==> config.mk <==
export PLATFORM = sky130hd
export DESIGN_NAME = fm_discriminator
export DESIGN_NICKNAME = d
export VERILOG_FILES = /design/src/rtl/fm_discriminator.sv
export SDC_FILE = /design/constraint.sdc
export NUM_CORES = 1
export LEC_CHECK = 0
export CORE_MARGIN = 2
export CORE_UTILIZATION = 57
export DETAILED_ROUTE_END_ITERATION = 8
export PLACE_DENSITY = 0.82
export SETUP_SLACK_MARGIN = 0.4
export SLEW_MARGIN = 25
export SYNTH_ARGS = -nofsm -noshare
export SYNTH_HDL_FRONTEND = slang
export SYNTH_SLANG_ARGS = --single-unit
==> constraint.sdc <==
create_clock -name i_clock -period 6.3 [get_ports i_clock]
set_input_delay 0.63 -clock i_clock [delete_from_list [all_inputs] [get_ports i_clock]]
set_output_delay 0.63 -clock i_clock [all_outputs]
set_load 0.02 [all_outputs]
==> src/rtl/fm_discriminator.sv <==
// Iterative CORDIC FM discriminator: vectors each I/Q sample to an angle in turns
// and outputs the wrapped angle difference from the previous sample.
module fm_discriminator #(
    parameter int NBITS_IQ    = 16,
    parameter int NBITS_PHASE = 32,
    parameter int NITER       = 16
) (
    input  logic                          i_clock,
    input  logic                          i_reset_n,
    input  logic                          i_in_valid,
    output logic                          o_in_ready,
    input  logic signed [NBITS_IQ-1:0]    i_in_i,
    input  logic signed [NBITS_IQ-1:0]    i_in_q,
    output logic        [NBITS_PHASE-1:0] o_phaseinc,
    output logic                          o_out_valid
);

    localparam int XW = NBITS_IQ + 2;
    localparam int KW = (NITER > 1) ? $clog2(NITER) : 1;

    // Elaboration-time arctangent in turns, using a power series so no math library is needed.
    function automatic logic [NBITS_PHASE-1:0] atanConst(input int k);
        real pi;
        real x;
        real xPow;
        real rad;
        real turns;
        pi  = 3.14159265358979323846;
        rad = 0.0;
        if (k == 0) begin
            rad = pi / 4.0;
        end else begin
            x    = 1.0 / (2.0 ** k);
            xPow = x;
            for (int n = 0; n < 40; n++) begin
                if (n % 2 == 0) rad = rad + xPow / real'(2 * n + 1);
                else            rad = rad - xPow / real'(2 * n + 1);
                xPow = xPow * x * x;
            end
        end
        turns = rad / (2.0 * pi);
        return NBITS_PHASE'(longint'(turns * (2.0 ** NBITS_PHASE)));
    endfunction

    typedef enum logic [1:0] {IDLE, ROT, DONE} state_t;

    state_t                       r_state;
    state_t                       w_nextState;
    logic signed [XW-1:0]         r_x;
    logic signed [XW-1:0]         r_y;
    logic [NBITS_PHASE-1:0]       r_z;
    logic [KW-1:0]                r_k;
    logic                         r_zero;
    logic                         r_primed;
    logic [NBITS_PHASE-1:0]       r_prevAngle;
    logic [NBITS_PHASE-1:0]       r_phaseinc;
    logic                         r_outValid;

    logic [NBITS_PHASE-1:0]       w_atanTable [NITER];
    logic [NBITS_PHASE-1:0]       w_atan;
    logic signed [XW-1:0]         w_iExt;
    logic signed [XW-1:0]         w_qExt;
    logic signed [XW-1:0]         w_xShift;
    logic signed [XW-1:0]         w_yShift;
    logic [NBITS_PHASE-1:0]       w_angle;
    logic                         w_lastIter;

    for (genvar g = 0; g < NITER; g++) begin : g_atan
        localparam logic [NBITS_PHASE-1:0] ATAN_K = atanConst(g);
        assign w_atanTable[g] = ATAN_K;
    end

    // Two guard bits absorb the negation of the most negative input and the CORDIC gain.
    assign w_iExt     = {{2{i_in_i[NBITS_IQ-1]}}, i_in_i};
    assign w_qExt     = {{2{i_in_q[NBITS_IQ-1]}}, i_in_q};
    assign w_xShift   = r_x >>> r_k;
    assign w_yShift   = r_y >>> r_k;
    assign w_atan     = w_atanTable[r_k];
    assign w_lastIter = (r_k == KW'(NITER - 1));
    assign w_angle    = r_zero ? r_prevAngle : r_z;

    assign o_in_ready  = (r_state == IDLE);
    assign o_phaseinc  = r_phaseinc;
    assign o_out_valid = r_outValid;

    always_ff @(posedge i_clock or negedge i_reset_n) begin
        if (!i_reset_n) r_state <= IDLE;
        else            r_state <= w_nextState;
    end

    always_comb begin
        w_nextState = r_state;
        case (r_state)
            IDLE:    if (i_in_valid) w_nextState = ROT;
            ROT:     if (w_lastIter) w_nextState = DONE;
            DONE:    w_nextState = IDLE;
            default: w_nextState = IDLE;
        endcase
    end

    always_ff @(posedge i_clock or negedge i_reset_n) begin
        if (!i_reset_n) begin
            r_x         <= '0;
            r_y         <= '0;
            r_z         <= '0;
            r_k         <= '0;
            r_zero      <= 1'b0;
            r_primed    <= 1'b0;
            r_prevAngle <= '0;
            r_phaseinc  <= '0;
            r_outValid  <= 1'b0;
        end else begin
            r_outValid <= 1'b0;
            case (r_state)
                IDLE: begin
                    if (i_in_valid) begin
                        // Left half-plane vectors are folded by a half turn so rotations converge.
                        if (w_iExt[XW-1]) begin
                            r_x <= -w_iExt;
                            r_y <= -w_qExt;
                            r_z <= {1'b1, {(NBITS_PHASE-1){1'b0}}};
                        end else begin
                            r_x <= w_iExt;
                            r_y <= w_qExt;
                            r_z <= '0;
                        end
                        r_zero <= (i_in_i == '0) && (i_in_q == '0);
                        r_k    <= '0;
                    end
                end
                ROT: begin
                    if (!r_y[XW-1]) begin
                        r_x <= r_x + w_yShift;
                        r_y <= r_y - w_xShift;
                        r_z <= r_z + w_atan;
                    end else begin
                        r_x <= r_x - w_yShift;
                        r_y <= r_y + w_xShift;
                        r_z <= r_z - w_atan;
                    end
                    r_k <= r_k + 1'b1;
                end
                DONE: begin
                    if (r_primed) begin
                        r_phaseinc <= w_angle - r_prevAngle;
                        r_outValid <= 1'b1;
                    end
                    r_primed    <= 1'b1;
                    r_prevAngle <= w_angle;
                end
                default: ;
            endcase
        end
    end

endmodule
== After elaboration in Yosys (flattened, before gate mapping) ==
Memory sizes are Yosys's and may differ from the RTL's.
Cells that the tools add are included.

* Word-level logic and storage cells: 61
* Input bits: 35
* Bits in latches: 0
* Register bits: 141
* Memories: 1
* Memory bits (writable): 0
* Bits in read-only memories: 512
* Output and inout port bits: 34

{| class="wikitable"
|+ Memory list
! name !! words !! width !! rd ports !! clocked after Yosys merged registers in !! wr ports !! line !! text
|-
| (no name shown) || 16 || 32 || 1 || 0 || 0 || 78 || <nowiki>assign w_atan = w_atanTable[r_k];</nowiki>
|}

* Order comparisons: 1
* Div/mod/pow operators: 0
* Muxes and demuxes: 22
* Add/subtract/negate cells: 10
* Equal/unequal tests: 5
* $mul: 0
* Bitwise logic cells: 1
* Reductions and logical operators: 9
* Shift operators: 2

{| class="wikitable"
|+ Operators by type and width
! operator !! number
|-
| $mux 32 || 6
|-
| $mux 18 || 6
|-
| $pmux 18 s2 || 2
|-
| $pmux 32 s2 || 1
|-
| $sub 32x32->32 || 2
|-
| $add 18x18->18 || 2
|-
| $neg 16->18 || 2
|-
| $sshr 18x4->18 || 2
|-
| $sub 18x18->18 || 2
|-
| $add 32x32->32 || 1
|-
| $logic_not 16->1 || 2
|-
| $pmux 4 s2 || 1
|-
| $reduce_and 2->1 || 4
|-
| $ge 5x5->1 const B || 1
|-
| $not 4->5 || 1
|-
| $add 4x1->4 const B || 1
|-
| $eq 4x4->1 const B || 1
|-
| $mux 2 || 2
|-
| $mux 4 || 1
|-
| $ne 2x2->1 const B || 2
|-
| $pmux 2 s2 || 1
|-
| $eq 2x1->1 const B || 1
|-
| $eq 2x2->1 const B || 1
|-
| $logic_not 2->1 || 1
|-
| 3 further kinds || 4
|}

== Longest topological paths before layout ==
Gate-level depths: netlist of run 1.

* Depth after elaboration: 7
* Mapped depth: 30
* Depth with buffers taken out: 23

== Worst setup path before layout of run 1 ==
OpenSTA, ideal clock, no wires.

* Path kind: register to register
* Start: register r_k[1]
* End: register r_z[31]
* Buffers on the path: 7
* Arrival: 5.809 ns
* Clock period less this slack: 5.942 ns
* Setup slack: 0.358 ns
* Library setup time: 0.133 ns
* Stages on the path, launching flop included: 28
* Cell sequence: dfrtp_1 > buf_6 > buf_8 > buf_2 > buf_4 > buf_2 > buf_4 > buf_2 > inv_1 > ha_1 > o221a_2 > a21oi_1 > ha_1 > nor2b_1 > and2_1 > nor3b_1 > nor2_2 > xor2_1 > ha_1 > nor2_1 > a211o_1 > or4b_2 > o21ai_0 > o2111ai_1 > nand2_1 > a221o_1 > mux2i_1 > o21ai_0

* Longest elaborated chain between the ends: 7
* Elaborated cells on any way between the ends: 8
* Those cells by class: add/sub: 2; mux: 4; bitwise: 1; memory: 1

{| class="wikitable"
|+ Ends and longest elaborated chain
! what !! line !! text
|-
| from (decl) || 52 || <nowiki>logic [KW-1:0] r_k;</nowiki>
|-
| from (signal assigned) || 141 || <nowiki>r_k <= r_k + 1'b1;</nowiki>
|-
| $not 4->5 (not written as such) * || 78 ||
|-
| $mem_v2 16x32 * || n/a ||
|-
| $mux 32 (not written as such) * (2 in a row) || 78 ||
|-
| $add 32x32->32 or $sub 32x32->32 (tied branches) || 135, 139 ||
|-
| $mux 32 * || 132 || <nowiki>if (!r_y[XW-1]) begin</nowiki>
|-
| $pmux 32 s2 * || 114 || <nowiki>case (r_state)</nowiki>
|-
| to (signal assigned) || 121 || <nowiki>r_z <= {1'b1, {(NBITS_PHASE-1){1'b0}}};</nowiki>
|-
| to (signal assigned) || 135 || <nowiki>r_z <= r_z + w_atan;</nowiki>
|-
| to (signal assigned) || 139 || <nowiki>r_z <= r_z - w_atan;</nowiki>
|-
| to (decl) || 51 || <nowiki>logic [NBITS_PHASE-1:0] r_z;</nowiki>
|}

Every way passes the cells marked *; elsewhere a longest branch is shown, timed or not. The select of a mux whose other input is x is not followed.
A chain may end at the register's enable or synchronous reset.

== Worst setup path after layout of run 1 ==
* Start: register r_k[1]
* End: register r_x[17]

* Longest elaborated chain between the ends: 4
* Elaborated cells on any way between the ends: 5
* Those cells by class: add/sub: 2; shift: 1; mux: 2

{| class="wikitable"
|+ Ends and longest elaborated chain
! what !! line !! text
|-
| $sshr 18x4->18 * || 77 || <nowiki>assign w_yShift = r_y >>> r_k;</nowiki>
|-
| $add 18x18->18 or $sub 18x18->18 (tied branches) || 133, 137 ||
|-
| $mux 18 * || 132 ||
|-
| $pmux 18 s2 * || 114 ||
|-
| to (signal assigned) || 119 || <nowiki>r_x <= -w_iExt;</nowiki>
|-
| to (signal assigned) || 133 || <nowiki>r_x <= r_x + w_yShift;</nowiki>
|-
| to (signal assigned) || 137 || <nowiki>r_x <= r_x - w_yShift;</nowiki>
|-
| to (decl) || 49 || <nowiki>logic signed [XW-1:0] r_x;</nowiki>
|}

Every way passes the cells marked *; elsewhere a longest branch is shown, timed or not.

==> results of run 1 <==
==> worst paths after layout <==
check,end,slack (ns)
worst min-delay path,o_phaseinc[8],0.24
worst max register to register,r_x[17],0.90
max in group asynchronous,r_z[6],4.76
min in group i_clock,o_phaseinc[17],0.47
worst max-delay path,r_x[17],0.90
worst min register to register,o_phaseinc[17],0.47
==> cells in the mapped netlist, types with 37 or more instances <==
cell type	count
ha_1	110
nand3_1	40
nor2_1	98
o21ai_0	204
inv_1	77
a21oi_1	117
xor2_1	78
mux2_2	48
xnor2_1	83
clkbuf_1	62
nand2_1	214
dfrtp_1	141
mux2i_1	37
==> cell type report <==
type | instances | share of cell area [%]
Clock inverter | 14 | 1.11
Timing Repair Buffer | 90 | 5.56
Inverter | 79 | 1.88
Multi-Input combinational cell | 1422 | 63.6
Clock buffer | 18 | 2.79
Tap cell | 324 | 2.58
Sequential cell | 141 | 22.5
==> layer usage <==
layer  GRT usage (%)  part of all wire, %
met5               0                    0
met4            11.6                  3.7
met3            3.86                  5.6
met2            49.2                   48
met1            35.7                   43
==> kinds of logic (layout without fill, tap and decap cells) <==
kind of cell,count (synthesis),count (layout),share of synthesized area [%]
XOR/XNOR,161,161,9.94
adder cells (fa/ha/maj),114,114,10.3
flip-flops,141,141,24.9
buffers and inverters,168,201,4.74
multiplexers,116,116,11.0
AND/OR/NAND/NOR,484,484,15.7
AO/OA/AOI/OAI,547,547,23.6
==> timing repair <==
item | 4_1_cts | 5_1_grt
endpoints found under the hold margin | 0 | 0
setup endpoints to repair | 0 | 1
gates resized for setup | 0 | 1
==> stage by stage <==
stage,instances,worst slack (ns),util [%]
3_5_place_dp,2055,0.861,61.9
5_1_grt,2088,0.516,64.5
3_3_place_gp,2055,1.00,61.9
6_report,2088,0.896,64.5
4_1_cts,2087,0.842,64.4
2_1_floorplan,1731,0.458,-
==> worst reg2reg max path, delay by kind of cell, from the launching register on <==
kind	cells	cell delay (ns)
AOI/OAI and AO/OA	9	1.49
muxes	3	1.19
and+or+nand+nor	4	1.19
DFF	1	0.60
adders and majority gates	1	0.35
buffers and inverters	1	0.30
xor gates and xnor gates	1	0.17
==> registers in the layout, summed over array words and instances (netlist names) <==
| register | flops |
|---|---|
| r_primed | 1 |
| r_k | 4 |
| r_prevAngle | 32 |
| r_state | 2 |
| o_out_valid | 1 |
| r_z | 32 |
| r_zero | 1 |
| o_phaseinc | 32 |
| r_x | 18 |
| r_y | 18 |
==> impl_metrics.ini, run 1 <==
[timing]
worstMarginPinSlew_ns = 1.03
slew_violations = 0
holdWs_ns = 0.235
rsz0062_at_grt = no
skew_ns = 0.0171
min_period_over_period_pct = 85.8
finalHoldViolations = 0
fmax_mhz = 185
slew_headroom_pct = 31.7
fin_setup_tns_ns = 0
finalCriticalPeriod_ns = 5.40
finalSetupViolCount = 0

[detailed_routing]
first_iter_violations = 1003
firstDrtPassIters = 7
drt-total-wl_um = 36900
post_drt_wl_per_cell_um = 17.7
ant_nets = 0
vias_per_cell = 6.15
num_vias = 12900
drc = 0

[synthesis]
synth_area_leaders = dfrtp_1 25%, ha_1 9.7%, o21ai_0 7.2%
yosys_register_bits = 141
synth_area_um2 = 14200
synthFlopType = dfrtp_1
syn_nets = 1880
synth_cell_types = 80
synthCells = 1731
yosys_warnings = 0
async_flop_share_pct = 100
synth_area_per_cell_um2 = 8.20
yosys.area.top_type = dfrtp_1
yosys.area.top_type_share_pct = 24.9
yosysSeqAreaShare_pct = 24.9
synth_edf_count = 0

[clock_network]
cts_tree = yes
cts_buffers = 17
cts.htree.levels = 4
cts_hold_buffers = 0
root_buffer = clkbuf_16
postCtsSetupBuffers = 0
clock_latency_ns = 0.44
cts_buffer_depth = 2
cts_sinks = 141
clkSlewWorstSetupHoldPaths_ns = 0.07

[finish]
diodes = 0
multiInputGateArea_um2 = 10000
post-route-cell-area_um2 = 15700
seq_area_um2 = 3540
nets = 1900
fillers = 2061
area_growth_pct = 10.9
mostFrequentLayoutCells = 213 x nand2_1, 204 x o21ai_0, 136 x dfrtp_1, 117 x a21oi_1, 110 x ha_1
drive_gt1_share_pct = 9.01
final_common_cell = nand2_1

[setup_path]
crit_family = compound AO/OA/AOI/OAI gates
reg2reg_from = r_k[1]
crit_type = reg2reg
end_kind = register
cp_max_fo = 46
reg2reg_depth = 19
path_depth = 19
crit_path_max_incr_delay_ns = 0.60
cp-startpoint = r_k[1]
critPathLaunchType = register
cp.arrival_ns = 5.72
cp_cell_sequence = buf_12 > mux4_2 > mux2i_2 > mux2i_1 > or3b_1 > or4_1 > o21a_1 > a21oi_1 > o22ai_1 > ha_1 > a21o_1 > a21oi_1 > nand2_1 > a211o_1 > a31oi_1 > xnor2_1 > o21ai_1 > nand2_1 > o21ai_2
crit_slowest_cell = dfrtp_4
cp_num_buf_inv = 1
cp.required_ns = 6.61

[global_routing]
grt_use_total_pct = 28.4
grt_max_degree = 98
antenna_found_initial = 0
gr-total-overflow = 0
grt_pass1_vias = 12300
grt_pass1_wl_um = 60800

[place]
place.gp.congestion = 0.969
portBuffers = 68
dpl.hpwl_um = 27300
placed_area_um2 = 15100

[floorplan]
die-height_um = 162
initial_utilization_pct = 58.2
rows = 57
die_w_um = 162
io_pins = 69
fp.dieArea_um2 = 26200
coreArea_um2 = 24400

[run_status]
status = complete, no violations

[min_path]
min_path_type = in2async

[run]
maxCapViolCount = 0
Power of run 1 is not shown: default switching activity piles up to over one toggle a cycle in this logic, so the estimate is an artifact.
==> run 2, diff against run 1 <==
--- a/config.mk
+++ b/config.mk
@@ -5,8 +5,10 @@
 export SDC_FILE = /design/constraint.sdc
 export NUM_CORES = 1
 export LEC_CHECK = 0
+export CAP_MARGIN = 10
 export CORE_MARGIN = 2
 export CORE_UTILIZATION = 57
+export CTS_CLUSTER_DIAMETER = 50
 export DETAILED_ROUTE_END_ITERATION = 8
 export PLACE_DENSITY = 0.82
 export SETUP_SLACK_MARGIN = 0.4
@@ -14,3 +16,4 @@
 export SYNTH_ARGS = -nofsm -noshare
 export SYNTH_HDL_FRONTEND = slang
 export SYNTH_SLANG_ARGS = --single-unit
+export TNS_END_PERCENT = 30
==> results of run 2 <==
No change in the layout: final DEF, timing and power equal those of run 1.
Power of run 2 is left out for the same reason.
==> run 3, diff against run 2 <==
--- a/config.mk
+++ b/config.mk
@@ -10,8 +10,7 @@
 export CORE_UTILIZATION = 57
 export CTS_CLUSTER_DIAMETER = 50
 export DETAILED_ROUTE_END_ITERATION = 8
-export PLACE_DENSITY = 0.82
-export SETUP_SLACK_MARGIN = 0.4
+export PLACE_DENSITY = 0.79
 export SLEW_MARGIN = 25
 export SYNTH_ARGS = -nofsm -noshare
 export SYNTH_HDL_FRONTEND = slang
==> impl_metrics.ini, run 3 (synthesis results as in run 1) <==
[detailed_routing]
vias_per_cell = 6.13
drt-total-wl_um = 36100
num_vias = 12800
ant_nets = 0
firstDrtPassIters = 7
first_iter_violations = 1071
drc = 0
post_drt_wl_per_cell_um = 17.3

[floorplan]
io_pins = 69
die-height_um = 162
rows = 57
coreArea_um2 = 24400
initial_utilization_pct = 58.2
die_w_um = 162
fp.dieArea_um2 = 26200

[place]
dpl.hpwl_um = 26900
portBuffers = 68
place.gp.congestion = 0.946
placed_area_um2 = 15100
dpl.cell_count = 2053

[finish]
nets = 1898
diodes = 0
drive_gt1_share_pct = 8.91
utilization_pct = 64.3
post-route-cell-area_um2 = 15700
mostFrequentLayoutCells = 213 x nand2_1, 204 x o21ai_0, 136 x dfrtp_1, 117 x a21oi_1, 110 x ha_1
fin_cells = 2086
area_growth_pct = 10.5
final_common_cell = nand2_1

[global_routing]
gr-total-overflow = 0
grt_pass1_vias = 12400
grt_max_degree = 97
grt_pass1_wl_um = 60100
grt_use_total_pct = 28.2
antenna_found_initial = 0

[setup_path]
cp.required_ns = 6.57
crit_type = reg2reg
cp.arrival_ns = 5.98
critPathLaunchType = register
end_kind = register
cp_max_fo = 25

[run_status]
status = complete, no violations

[timing]
slew_violations = 0
rsz0062_at_grt = no
worstMarginPinSlew_ns = 0.920
finalCriticalPeriod_ns = 5.71
min_period_over_period_pct = 90.6
finalSetupViolCount = 0
slew_headroom_pct = 38.5
finalHoldViolations = 0
skew_ns = 0.0134
fin_setup_tns_ns = 0
fmax_mhz = 175

[run]
maxCapViolCount = 0

[clock_network]
cts_tree = yes
root_buffer = clkbuf_16
clock_latency_ns = 0.44
postCtsSetupBuffers = 0
cts_buffer_depth = 2
clkSlewWorstSetupHoldPaths_ns = 0.07
cts.htree.levels = 4
cts_sinks = 141
cts-resized-gates = 0
cts_buffers = 17
cts_hold_buffers = 0

[min_path]
min_path_type = in2async
[run 3: cell types whose count changed in the layout (fill, tap and decap cells not counted), moves of 2 or more]
cell,change
clkinvlp_4,+3
clkinv_4,-3
inv_8,-2
inv_6,+2
[run 3: path summary, 6_finish.rpt]
path                                 from              to  slack, ns  cells after the start
max                                r_k[1]         r_z[31]       0.59                     20
min                             i_reset_n   o_phaseinc[2]       0.29                      1
max reg2reg                        r_k[1]         r_z[31]       0.59                     20
min reg2reg                o_phaseinc[15]  o_phaseinc[15]       0.47                      2
max in group asynchronous       i_reset_n          r_k[3]       4.79                      2
min in group i_clock       o_phaseinc[15]  o_phaseinc[15]       0.47                      2
[run 3: worst max-delay path: stages (launching register included)]
cell and delay, ns:
dfrtp_2 0.69, inv_1 0.24, ha_1 0.44, o221a_2 0.35, a21oi_1 0.22, ha_1 0.21, nor2b_1 0.16, and2_1 0.20
nor3b_1 0.32, nor2_2 0.18, xor2_1 0.20, ha_1 0.39, nor2_1 0.07, a211o_1 0.26, or4b_2 0.61, o21ai_0 0.18
o2111ai_1 0.25, nand2_1 0.14, a221o_1 0.16, mux2i_1 0.18, o21ai_0 0.09
[run 3: final cells by class]
cell class,instances,area (µm²)
inverters,79,297
fillers,2124,8710
multi-input cells,1422,10000
repair buffers,88,847
clock buffers,18,439
well taps,324,405
flip-flops and latches,141,3530
clock inverters,14,151
[run 3: metrics by stage]
stage	hold WS (ns)	worst slack (ns)
2_1_floorplan	0.334	0.358
3_3_place_gp	0.460	0.845
3_5_place_dp	0.469	0.634
4_1_cts	0.331	0.630
5_1_grt	0.363	0.177
6_report	0.287	0.590
[run 3: routing by layer]
layer / vias to the layer above / track usage, % / part of all wire (%)
met5: - / 0 / 0
met1: 6011 / 34.3 / 42
met4: 0 / 12.4 / 4.1
li1: 6260 / - / -
met2: 405 / 49.1 / 49
met3: 108 / 4.60 / 4.9
Power of run 3 is left out for the same reason.
==> RTL change 1 (config.mk and constraints of run 1) <==
Encoding of `state_t`: now one-hot (3 bits for 3 states).
--- a/src/rtl/fm_discriminator.sv
+++ b/src/rtl/fm_discriminator.sv
@@ -42,7 +42,7 @@
         return NBITS_PHASE'(longint'(turns * (2.0 ** NBITS_PHASE)));
     endfunction
 
-    typedef enum logic [1:0] {IDLE, ROT, DONE} state_t;
+    typedef enum logic [2:0] {IDLE = 3'b001, ROT = 3'b010, DONE = 3'b100} state_t;
 
     state_t                       r_state;
     state_t                       w_nextState;
Behaviour: same outputs for any inputs over 10 cycles, from zero or initial values and one cycle with i_reset_n low; not proved beyond that.
==> RTL change 1 against run 1 <==
  * Global-route usage rose by 0.21 points
  * Maximum frequency fell by 2.9%
  * Synthesized area rose by 0.82%
  * Setup slack got worse by 160 ps
  * Design area rose by 0.64%
  * Sequential cell count rose by 1
  * Wire length rose by 1.3%
  * Critical path depth did not move
  * Non-clock buffer count fell by 1
  * Utilization rose by 0.23 points
  * Largest cell class unchanged
  * Via count rose by 2.3%
Power is left out: the tool's default activity adds up to more than one toggle a clock period on the data nets, which glitch-free logic cannot reach.
==> RTL change 1: results (changes against run 1) <==
* Async set-or-reset flop fraction in the synthesized netlist at 100% (unchanged)
* Highest net fanout along the worst path at 38 (-17%)
* Worst-case clock buffer depth at 2 (unchanged)
* Largest stage delay, worst path at 620 ps (+20 ps)
* Initial DRC Count at 1112 (+11%)
* Fill count at 2065 (+0.19%)
* Status: completed
* Initial antenna violation count at 0 (unchanged)
* Post-CTS Setup Inserts at 0 (unchanged)
* CP delay by family, top: compound AO/OA/AOI/OAI gates
* DRT Pass-1 Iters at 6 (-1)
* Post-synth net total at 1900 (+1.1%)
* Synth Area in Adders at 10.2% (-0.084 points)
* Skew final at 18.6 ps (+1.53 ps)
* First-pass GRT wire length at 61500 um (+1.0%)
* Max transition margin at 16.5% (-15 points)
* Ratio of cells with drive above 1 in the final layout at 9.90% (+0.89 points)
* Register area share after synthesis at 24.9% (about the same)
* Synth Flop Type: dfrtp_1
* Root Driver: clkbuf_16
* Crit path DAT at 5900 ps (+180 ps)
* Total GRT Usage at 28.6% (+0.21 points)
* Worst hold path type: input pin to async pin
* Clk Latency, worst-skew pair at about 430 ps
* H-tree depth at 4 (unchanged)
* IO buf count at 68 (unchanged)
* Ys Warns at 0 (unchanged)
* Post-DP HPWL at 27400 um (+0.37%)
* Worst-path clk slew at 70 ps (about the same)
* Diode count at 0 (unchanged)
* Via count at 13143 (+2.3%)
* Area after DPL at 15200 sq um (+0.73%)
* Yosys cell types at 75 (-6.3%)
* Synth top area cells: dfrtp_1, ha_1, o21ai_0
* GPL Wtd Cong at 0.936 (-3.4%)
* Largest net degree at the start of global routing at 86 (-12%)
* Final wirelength at 37400 um (+1.3%)
* Xor and xnor area share after synthesis at 9.79% (-0.15 points)
* CTS Buf Count at 17 (unchanged)
* Synth cell count leaders: nand2_1, o21ai_0, dfrtp_1, a21oi_1, ha_1
* Post-synthesis compound-gate area fraction at 21.7% (-1.8 points)
* CP max stage cell: o41ai_1
* Fraction of synthesized area in multiplexers at 11.4% (+0.47 points)
RTL change 1: area by class of cell:
type | instances | area (sq um) | share of cell area, %
flip-flops and latches | 142 | 3560 | 22.5
clock inverters | 13 | 175 | 1.11
inverters | 85 | 323 | 2.04
well taps | 324 | 405 | 2.56
clock buffers | 18 | 439 | 2.77
multi-input cells | 1431 | 10100 | 63.7
repair buffers | 89 | 847 | 5.35
RTL change 1: worst paths after layout:
| kind | from | end | slack, ps | cells after the start |
|---|---|---|---|---|
| setup / recovery | r_k[1]$_DFFE_PN0P_ | r_x[17]$_DFFE_PN0P_ | 740 | 19 |
| hold / removal | i_reset_n | o_phaseinc[7]$_DFFE_PN0P_ | 250 | 1 |
| setup reg to reg | r_k[1]$_DFFE_PN0P_ | r_x[17]$_DFFE_PN0P_ | 740 | 19 |
| hold reg to reg | o_phaseinc[18]$_DFFE_PN0P_ | o_phaseinc[18]$_DFFE_PN0P_ | 480 | 2 |
| max in group asynchronous | i_reset_n | r_prevAngle[24]$_DFFE_PN0N_ | 4740 | 2 |
| min in group i_clock | o_phaseinc[18]$_DFFE_PN0P_ | o_phaseinc[18]$_DFFE_PN0P_ | 480 | 2 |
RTL change 1: per-layer routing:
metal	vias to the layer above	global-route usage (%)	routed length, um	part of all wire [%]
met3	97	3.67	1850	5.0
li1	6362	-	-	-
met5	-	0	0	0
met2	487	49.8	18000	48
met4	0	12.9	1600	4.3
met1	6197	35.6	15900	43
RTL change 1: through the flow:
step           utilization (%)  std cells  setup WS, ps
5_1_grt                   64.7       2102           390
2_1_floorplan                -       1751           405
4_1_cts                   64.6       2102           686
3_5_place_dp              62.1       2071           738
3_3_place_gp              62.1       2071           888
6_report                  64.7       2102           736
==> RTL change 2 (flow settings as in run 1) <==
Without the edit above. `NITER`: 16 -> 8.
--- a/src/rtl/fm_discriminator.sv
+++ b/src/rtl/fm_discriminator.sv
@@ -3,7 +3,7 @@
 module fm_discriminator #(
     parameter int NBITS_IQ    = 16,
     parameter int NBITS_PHASE = 32,
-    parameter int NITER       = 16
+    parameter int NITER       = 8
 ) (
     input  logic                          i_clock,
     input  logic                          i_reset_n,
Function: same outputs for any inputs over 10 cycles, from zero or initial values and one cycle with i_reset_n low; that may be too few to reach the edited logic, so the function may still have changed.
==> RTL change 2 against run 1 <==
  * Cell count decreased by 1.8%
  * Via count decreased by 1.9%
  * Sequential cell count decreased by 1
  * Design area decreased by 3.9%
  * Synthesized area decreased by 3.8%
  * Die area decreased by 3.7%
  * Hold slack improved by 51 ps
  * Setup slack got worse by 19 ps
  * Wire length decreased by 5.7%
  * Highest routed layer unchanged
  * First-iteration DRC count decreased by 6.0%
Power is not shown: default switching activity piles up to over one toggle a cycle in this logic, so the estimate is an artifact.
==> RTL change 2: results (changes against run 1) <==
* Status: completed
* Area after DPL at 14500 sq um (-3.8%)
* ClkCell Share at 3.96% (+0.068 points)
* Fill count at 2005 (-2.7%)
* DR WL met3 at 1630 um (-21%)
* Register area share after synthesis at 25.7% (+0.80 points)
* Core area at 23500 sq um (-3.8%)
* Skew final at 9.31 ps (-7.77 ps)
* Ratio of cells with drive above 1 in the final layout at 7.45% (-1.6 points)
* Number of global-route vias before repair at 12159 (-1.3%)
* First-pass GRT wire length at 58500 um (-3.9%)
* FMAX at 0.184 GHz (-0.36%)
* Post-place setup slack at 889 ps (+28.0 ps)
* Clk sinks at 140 (-0.71%)
* Synth cell count leaders: nand2_1, o21ai_0, dfrtp_1, a21oi_1, ha_1
* Comb_multi_in at 1389 (-2.3%)
* Hold_ws at 286 ps (+50.5 ps)
* Fin nets at 1867 (-1.7%)
* DR vias/cell at 6.15 (-0.11%)
* WL met2 at 17000 um (-4.5%)
* Met1 Wirelength at 14700 um (-6.4%)
* Yosys cell types at 82 (+2.5%)
* Largest stage delay, worst path at 450 ps (-150 ps)
* Total GRT Usage at 27.7% (-0.68 points)
* Placed instance count at 2019 (-1.8%)
* GPL Wtd Cong at 0.921 (-4.9%)
* Synthesized instance count at 1696 (-2.0%)
* Initial DRC Count at 943 (-6.0%)
* Max transition margin at 39.0% (+7.4 points)
* Inverters at 82 (+3.8%)
* Non-clock buffers at 89 (-1.1%)
-- RTL change 2: cell count changes in the layout (fill, tap and decap cells not counted), moves of 8 or more --
cell	change
a211oi_1	+8
a21o_1	-9
a21oi_1	+17
mux4_2	-15
nand3_1	+11
nor2b_1	-14
o211ai_1	-11
o21a_1	-12
o21ai_0	-18
-- RTL change 2: worst paths after layout --
path | startpoint | endpoint | depth (start not counted)
worst min-delay path | i_reset_n | o_phaseinc[12]$_DFFE_PN0P_ | 1
worst max-delay path | r_k[1]$_DFFE_PN0P_ | r_z[29]$_DFFE_PN0P_ | 21
worst min register to register | r_primed$_DFFE_PN0N_ | r_primed$_DFFE_PN0N_ | 2
min in group i_clock | r_primed$_DFFE_PN0N_ | r_primed$_DFFE_PN0N_ | 2
worst max register to register | r_k[1]$_DFFE_PN0P_ | r_z[29]$_DFFE_PN0P_ | 21
max in group asynchronous | i_reset_n | r_k[2]$_DFFE_PN0P_ | 2
-- RTL change 2: logic make-up (layout without fill, tap and decap cells) --
| logic type | Yosys count | after routing | synth area share, % |
|---|---|---|---|
| mux | 93 | 93 | 8.15 |
| fa+ha+maj | 113 | 113 | 10.6 |
| buf+inv | 167 | 203 | 5.16 |
| compound gates | 533 | 533 | 23.8 |
| flops | 140 | 140 | 25.7 |
| xor+xnor | 150 | 150 | 9.63 |
| simple gates | 500 | 500 | 17.0 |
-- RTL change 2: per-layer routing --
layer | GRT usage, % | up-vias
met5 | 0 | -
met3 | 3.81 | 90
li1 | - | 6164
met4 | 12.8 | 0
met1 | 33.3 | 5925
met2 | 49.0 | 431
-- RTL change 2: what timing repair did --
item | 4_1_cts | 5_1_grt
gates resized for setup | 0 | 2
buffers inserted | 0 | 0
hold buffers | 0 | 0
endpoints found under the setup margin | 0 | 2
